**src/rtl/vadd_arbiter.sv**
```systemverilog
// Round-robin scheduler sharing one 4-lane x 16-bit adder among NREQ vector-add requesters.
// Optional back-to-back arbitration from DONE is enabled by defining VADD_ARB_B2B_EN.
module vadd_arbiter #(
  parameter int NREQ = 2,
  parameter int IDW  = 2
) (
  input  logic                clk1,
  input  logic                rst_n,
  input  logic [NREQ-1:0]     req,
  input  logic [NREQ*256-1:0] in1_flat,
  input  logic [NREQ*256-1:0] in2_flat,
  output logic [NREQ-1:0]     gnt,
  output logic                busy,
  output logic [63:0]         add_a,
  output logic [63:0]         add_b,
  input  logic [63:0]         add_sum,
  input  logic [3:0]          add_ovf,
  output logic [255:0]        sum_out,
  output logic [15:0]         ovf_lanes,
  output logic                ovf_out,
  output logic                done,
  output logic [IDW-1:0]      done_id
);

  typedef enum logic [2:0] {
    ST_IDLE = 3'd0,
    ST_P0   = 3'd1,
    ST_P1   = 3'd2,
    ST_P2   = 3'd3,
    ST_P3   = 3'd4,
    ST_DONE = 3'd5
  } state_t;

  state_t          state_r, state_nx_s;
  logic [IDW-1:0]  ptr_r, owner_r, ptr_nx_s;
  logic [IDW-1:0]  hi_idx_s, lo_idx_s, win_idx_s;
  logic            hi_found_s, lo_found_s, win_found_s, take_s;
  logic [NREQ-1:0] gnt_nx_s, gnt_r;
  logic [255:0]    win_a_s, win_b_s, opa_r, opb_r;
  logic [255:0]    sum_stage_r, sum_full_s, sum_out_r;
  logic [15:0]     ovf_stage_r, ovf_full_s, ovf_lanes_r;
  logic            busy_r, ovf_out_r, done_r;
  logic [IDW-1:0]  done_id_r;

  // Round-robin pick: lowest requester at or above ptr, else lowest overall (wrap)
  always_comb begin
    hi_found_s = 1'b0;
    lo_found_s = 1'b0;
    hi_idx_s   = {IDW{1'b0}};
    lo_idx_s   = {IDW{1'b0}};
    for (int i = NREQ - 1; i >= 0; i--) begin
      if (req[i] && (i >= int'(ptr_r))) begin
        hi_found_s = 1'b1;
        hi_idx_s   = IDW'(i);
      end else begin
        hi_found_s = hi_found_s;
      end
      if (req[i]) begin
        lo_found_s = 1'b1;
        lo_idx_s   = IDW'(i);
      end else begin
        lo_found_s = lo_found_s;
      end
    end
    win_found_s = lo_found_s;
    if (hi_found_s) begin
      win_idx_s = hi_idx_s;
    end else begin
      win_idx_s = lo_idx_s;
    end
    if (win_idx_s == IDW'(NREQ - 1)) begin
      ptr_nx_s = {IDW{1'b0}};
    end else begin
      ptr_nx_s = win_idx_s + IDW'(1'b1);
    end
  end

  // Winner's operand slices and one-hot grant vector
  always_comb begin
    win_a_s  = 256'd0;
    win_b_s  = 256'd0;
    gnt_nx_s = {NREQ{1'b0}};
    for (int i = 0; i < NREQ; i++) begin
      if (win_idx_s == IDW'(i)) begin
        win_a_s     = in1_flat[256*i +: 256];
        win_b_s     = in2_flat[256*i +: 256];
        gnt_nx_s[i] = 1'b1;
      end else begin
        gnt_nx_s[i] = 1'b0;
      end
    end
  end

  // Next-state logic; take_s marks an operand-capture edge
  always_comb begin
    state_nx_s = state_r;
    take_s     = 1'b0;
    case (state_r)
      ST_IDLE: begin
        if (win_found_s) begin
          state_nx_s = ST_P0;
          take_s     = 1'b1;
        end else begin
          state_nx_s = ST_IDLE;
        end
      end
      ST_P0:   state_nx_s = ST_P1;
      ST_P1:   state_nx_s = ST_P2;
      ST_P2:   state_nx_s = ST_P3;
      ST_P3:   state_nx_s = ST_DONE;
      ST_DONE: begin
`ifdef VADD_ARB_B2B_EN
        if (win_found_s) begin
          state_nx_s = ST_P0;
          take_s     = 1'b1;
        end else begin
          state_nx_s = ST_IDLE;
        end
`else
        state_nx_s = ST_IDLE;
`endif
      end
      default: state_nx_s = ST_IDLE;
    endcase
  end

  // Adder operands for the current pass and the staging image including this pass
  always_comb begin
    add_a      = 64'd0;
    add_b      = 64'd0;
    sum_full_s = sum_stage_r;
    ovf_full_s = ovf_stage_r;
    case (state_r)
      ST_P0: begin
        add_a = opa_r[63:0];    add_b = opb_r[63:0];
        sum_full_s[63:0] = add_sum;    ovf_full_s[3:0] = add_ovf;
      end
      ST_P1: begin
        add_a = opa_r[127:64];  add_b = opb_r[127:64];
        sum_full_s[127:64] = add_sum;  ovf_full_s[7:4] = add_ovf;
      end
      ST_P2: begin
        add_a = opa_r[191:128]; add_b = opb_r[191:128];
        sum_full_s[191:128] = add_sum; ovf_full_s[11:8] = add_ovf;
      end
      ST_P3: begin
        add_a = opa_r[255:192]; add_b = opb_r[255:192];
        sum_full_s[255:192] = add_sum; ovf_full_s[15:12] = add_ovf;
      end
      default: begin
        add_a = 64'd0;
        add_b = 64'd0;
      end
    endcase
  end

  // State, operand capture, staging and registered outputs
  always_ff @(posedge clk1) begin
    if (!rst_n) begin
      state_r     <= ST_IDLE;
      ptr_r       <= {IDW{1'b0}};
      owner_r     <= {IDW{1'b0}};
      gnt_r       <= {NREQ{1'b0}};
      busy_r      <= 1'b0;
      opa_r       <= 256'd0;
      opb_r       <= 256'd0;
      sum_stage_r <= 256'd0;
      ovf_stage_r <= 16'd0;
      sum_out_r   <= 256'd0;
      ovf_lanes_r <= 16'd0;
      ovf_out_r   <= 1'b0;
      done_r      <= 1'b0;
      done_id_r   <= {IDW{1'b0}};
    end else begin
      state_r     <= state_nx_s;
      busy_r      <= (state_nx_s != ST_IDLE);
      sum_stage_r <= sum_full_s;
      ovf_stage_r <= ovf_full_s;
      if (take_s) begin
        opa_r   <= win_a_s;
        opb_r   <= win_b_s;
        owner_r <= win_idx_s;
        ptr_r   <= ptr_nx_s;
        gnt_r   <= gnt_nx_s;
      end else begin
        gnt_r   <= {NREQ{1'b0}};
      end
      if (state_r == ST_P3) begin
        done_r      <= 1'b1;
        done_id_r   <= owner_r;
        sum_out_r   <= sum_full_s;
        ovf_lanes_r <= ovf_full_s;
        ovf_out_r   <= |ovf_full_s;
      end else begin
        done_r      <= 1'b0;
      end
    end
  end

  assign gnt       = gnt_r;
  assign busy      = busy_r;
  assign sum_out   = sum_out_r;
  assign ovf_lanes = ovf_lanes_r;
  assign ovf_out   = ovf_out_r;
  assign done      = done_r;
  assign done_id   = done_id_r;

endmodule

```
**config.mk**
```make
export PLATFORM = sky130hd
export DESIGN_NAME = vadd_arbiter
export DESIGN_NICKNAME = d
export VERILOG_FILES = /design/src/rtl/vadd_arbiter.sv
export SDC_FILE = /design/constraint.sdc
export NUM_CORES = 2
export LEC_CHECK = 0
export BUFFER_PORTS_ARGS = -buffer_cell sky130_fd_sc_hd__buf_2
export CAP_MARGIN = 20
export CORE_AREA = 2 2 592 594
export DETAILED_ROUTE_END_ITERATION = 8
export DIE_AREA = 0 0 594 596
export SLEW_MARGIN = 10
export SYNTH_ARGS = -nofsm -noshare
export SYNTH_HDL_FRONTEND = slang
export SYNTH_SLANG_ARGS = --single-unit
```
**constraint.sdc**
```tcl
create_clock -name clk1 -period 1.9 [get_ports clk1]
set_input_delay 0.095 -clock clk1 [delete_from_list [all_inputs] [get_ports clk1]]
set_output_delay 0.095 -clock clk1 [all_outputs]
set_load 0.005 [all_outputs]
```
Yosys cells after proc, flatten, opt, wreduce, memory -nomap -nowiden
Cells that the tools add are included.
Operators by class
  multiply operators: 0
  bitwise logic cells: 0
  equal/unequal tests: 5
  shifts and indexed selects: 0
  divide/modulo/power cells: 0
  add/sub/neg operators: 1
  mux-type cells: 31
  reductions and logical operators: 7
  $lt $le $gt $ge: 2
Operators by type and width (count)
  256-bit 2-to-1 mux: 4
  64-bit case mux with 4 select lines: 2
  64-bit 2-to-1 mux: 4
  4-bit 2-to-1 mux: 4
  16-bit OR reduction: 1
  3-bit case mux with 5 select lines: 1
  1-bit 2-to-1 mux: 12
  2-bit 2-to-1 mux: 4
  3-bit by 2-bit equality test with 1-bit output, second input constant: 2
  1-bit by 2-bit greater-or-equal comparator with 1-bit output, first input constant: 2
  3-bit by 1-bit equality test with 1-bit output, second input constant: 1
  3-bit equality test, second input constant: 1
  3-bit zero test: 1
  3-bit nonzero test: 1
  2-bit by 1-bit adder with 2-bit output, second input constant: 1
  2-bit by 1-bit equality test with 1-bit output, second input constant: 1
  1-bit logical AND: 2
  2-bit zero test: 1
  2-bit AND reduction: 1
Word-level totals
  input bits: 1096
  bits in read-only memories: 0
  flip-flop bits (word level): 1070
  word-level logic and storage cells: 60
  memories: 0
  memory bits (writable): 0
  output and inout port bits: 407
  bits in latches: 0

Depth between registers and ports, before layout
  word-level depth: 8
  mapped depth: 9

Worst setup path after synthesis
Ideal clock, no wire load.
  path kind: register to register
  start point: register state_r[1]
  end point: register opa_r[15]
  data arrival time: 1.624 ns
  setup time: 0.122 ns
  clock period less this slack: 1.745 ns
  setup slack: 0.155 ns
  stages on the path, launching flop included: 10
  required time: 1.778 ns
  cell sequence: dfxtp_1 buf_4 nor3_4 and3_1 buf_2 and2_1 buf_6 buf_6 buf_6 a221o_1
On the way
  word-level cells in the longest chain between the ends: 2
RTL lines
  from (decl): RTL line 34  | state_t state_r, state_nx_s;
  from (signal assigned): RTL line 175  | state_r <= state_nx_s;
  3-bit zero test: RTL line 98  | case (state_r)
  1-bit 2-to-1 mux: RTL line 98
  to (signal assigned): RTL line 180  | opa_r <= win_a_s;
  to (decl): RTL line 39  | logic [255:0] win_a_s, win_b_s, opa_r, opb_r;
No other way between the ends.
A chain may end at the register's enable or synchronous reset.

Final worst setup path
  start point: register state_r[0]
  end point: output add_b[57]
On the way
  word-level cells in the longest chain between the ends: 2
RTL lines
  3-bit equality test, or another cell as far along: RTL line 133  | case (state_r)
  64-bit case mux with 4 select lines *: RTL line 133
  to (decl): RTL line 15  | output logic [63:0] add_b,
Every way passes the cells marked *; elsewhere a longest branch is shown, timed or not.

==> results_dict.tcl <==
set metrics [dict create \
    grt-ovfl-total 0 \
    min_path_cells 4 \
    drive_gt1_share_pct 33.9 \
    crit_type "reg -> out" \
    die-area_mm2 0.354 \
    p_per_area_mw_per_mm2 918 \
    rr_endpoint "opb_r[38]$_SDFFE_PN0N_" \
    postPlaceCellArea_mm2 0.0547 \
    final_net_count 8531 \
    rsz0062_at_grt "true" \
    required_ns 1.80 \
    synth_cells 4339 \
    reg2reg_slack_ns -0.59 \
    rr_startpoint "state_r[1]$_SDFF_PN0_" \
    start_util_pct 11.6 \
    avgRoutedWirePerCell_um 30.1 \
    cts_inserted_buffers 121 \
    die-height_um 596 \
    max_slew_margin_pct 57.5 \
    whs_endpoint "opb_r[65]$_SDFFE_PN0N_" \
    met1_usage_pct 22.0 \
    grt_pass1_wl_um 461000 \
    setup_viol 913 \
    worst_path_dominant_cell_family "buffers and inverters" \
    cp_data_arrival_time_ns 2.76 \
    area_delta_synth_final_pct 98.7 \
    ys_ff_latch 999 \
    grt_pass1_vias 50000 \
    slew_viol_final 0 \
    mostFrequentLayoutCells "buf_2, dlygate4sd3_1, dfxtp_1" \
    hpwl_um 273000 \
    cts_root_buf "clkbuf_16" \
    rr_worst_depth 12 \
    vias_per_cell 4.33 \
    row_count 217 \
    p_leak_uw 0.0325 \
    start_kind "flop" \
    numPortBuffers 1501 \
    maxCapViolations 0 \
    cp_cell_sequence "buf_6 > nor3b_4 > buf_6 > buf_16 > buf_12 > buf_16 > buf_12 > a22oi_2 > nand2_2 > buf_2" \
    cts.clk_slew.worst_paths_ns 0.07 \
    critPathCaptureType "output pin" \
    cts_max_level 3 \
    peakVddDrop_uv 713 \
    hold_class "in -> reg" \
    yosysWarnings 0 \
    worstPathMaxFanout 7 \
    gp_congestion 1.24 \
    drc 20 \
    fin_worst_skew_ns 0.0741 \
    fin_util_pct 23.1 \
    synth.avg_cell_area_um2 9.31 \
    ys_types 34 \
    finalHoldViolations 0 \
    crit_path_max_incr_delay_ns 0.35 \
    placed_cells 10300 \
    cts_tree "yes" \
    period_minus_slack_ns 2.85 \
    vias 53300 \
    setup_ws_ns -0.954 \
    drt-initial-drc-count 8418 \
    yosys.area.top_type_share_pct 49.5 \
    ant_nets 0 \
    grt-busiest-layer "met2" \
    routed_wl_um 370000 \
    drt_pass1_iterations 9 \
    crit_path_top_delay_cell "dfxtp_4" \
    layout.cells.most_common "buf_2" \
    grt.total_usage_pct 19.1 \
    synth_top_area_cell "dfxtp_1" \
    met2_usage_pct 30.8 \
    grt_max_degree 87 \
    violations "DRC, setup timing" \
    worstSkewPairLatency_ns 0.89 \
    synth_nets 5435 \
    syn_area_mm2 0.0404 \
    synth_seq_area_share_pct 49.5 \
    ios 1503 \
    globalRouteMet3Util_pct 5.69 \
    fin_crit_sh_pct 150 \
    status "finished with violations" \
    crit_buf_inv 7 \
    max_freq_mhz 350 \
    numClockSinks 999 \
    cts_buffer_depth 4 \
    antenna_found_initial 265 \
    final_cells 12300 \
    fin_setup_tns_ns -336.75 \
    synthTopCellsByArea "dfxtp_1, nand2_1, a21boi_0, a222oi_1, nor2b_1" \
    tightest_slew_ns 0.637 \
    hold_start "in2_flat[321]" \
    final_cell_area_mm2 0.0802 \
    core_region_area_mm2 0.348 \
    die_x_um 594 \
]
cells in the mapped netlist, drive strengths merged:
library cell / instances
nand2: 1083
dfxtp: 999
a21boi: 480
a222oi: 321
nor2b: 320
a22oi: 256
clkbuf: 248
buf: 208
and3: 141
a221o: 139
a22o: 106
or3: 7
nor3b: 5
and2: 3
nor4: 3
o21ai: 3
or3b: 3
nand2b: 2
nor2: 2
nor3: 2
a21oi: 1
and3b: 1
conb: 1
nand3b: 1
o21a: 1
o311a: 1
o31a: 1
or4: 1
logic make-up (layout without fill, tap and decap cells):
family	after synthesis	in the layout	synth area share (%)
buffers and inverters	456	3648	5.21
AND/OR/NAND/NOR	1574	1575	17.7
flip-flops	999	999	49.5
other	1	181	0.00929
AO/OA/AOI/OAI	1309	1309	27.5
metal layers:
layer	share of wire [%]	vias up	routed length (µm)
met5	0.13	-	486
met4	8.2	74	30400
met3	11	1187	39600
met2	45	4144	165000
met1	36	25600	135000
li1	-	22400	-
repair_timing:
item                        CTS  global route
hold buffers               1420             0
gates resized for setup     678           183
pin swaps                   291           127
hold endpoints to repair    795             0
buffers inserted             84            33
gates cloned                 50            62
setup endpoints to repair   932           998
per-stage QoR:
| step | hold slack (ns) | worst slack (ns) | power [µW] |
|---|---|---|---|
| 6_report | 0.0773 | -0.954 | 73700 |
| 5_1_grt | 0.0384 | -1.04 | 75800 |
| 4_1_cts | 0.0000822 | -1.09 | 70300 |
| 3_5_place_dp | 0.315 | -0.528 | 39500 |
| 3_3_place_gp | 0.311 | -0.528 | 39400 |
| 2_1_floorplan | 0.228 | 0.155 | 31500 |
state kept, by name, indices dropped and copies added, names as in the netlist:
signal and flops:
opa_r 256, opb_r 256, sum_out 256, sum_stage_r 192, ovf_lanes 16, ovf_stage_r 12
state_r 3, gnt 2, busy 1, done 1, done_id 1, ovf_out 1
owner_r 1, ptr_r 1
how the worst max path moves through the flow:
stage                           from  cells after the start                endpoint
2_1_floorplan  state_r[1]$_SDFF_PN0_                      9  opa_r[15]$_SDFFE_PN0N_
3_3_place_gp   state_r[1]$_SDFF_PN0_                      8                add_a[2]
3_5_place_dp   state_r[1]$_SDFF_PN0_                      8                add_a[2]
4_1_cts        state_r[0]$_SDFF_PN0_                      9                add_a[2]
5_1_grt        state_r[2]$_SDFF_PN0_                     10               add_b[14]
6_report       state_r[0]$_SDFF_PN0_                     10               add_b[57]
power by group:
part	leakage, µW	internal [µW]	switching (µW)	total [µW]
clock network	0.00207	14700	10500	25200
logic	0.0223	11200	11800	23000
registers	0.00815	23200	2300	25500
cell type report:
type | instances | area (µm²)
multi-input combinational | 2885 | 19700
clock buffer | 177 | 3570
timing repair buffer | 3428 | 30100
tap | 4599 | 5750
sequential | 999 | 20000
antenna | 180 | 450
clock inverter | 43 | 644
fill | 37400 | 268000
tightest hold or removal path: stages:
cell,delay [ns]
dlygate4sd3_1,0.52
buf_2,0.10
a222oi_1,0.06
nor2b_1,0.11
Power figures use the tool's default switching activity.
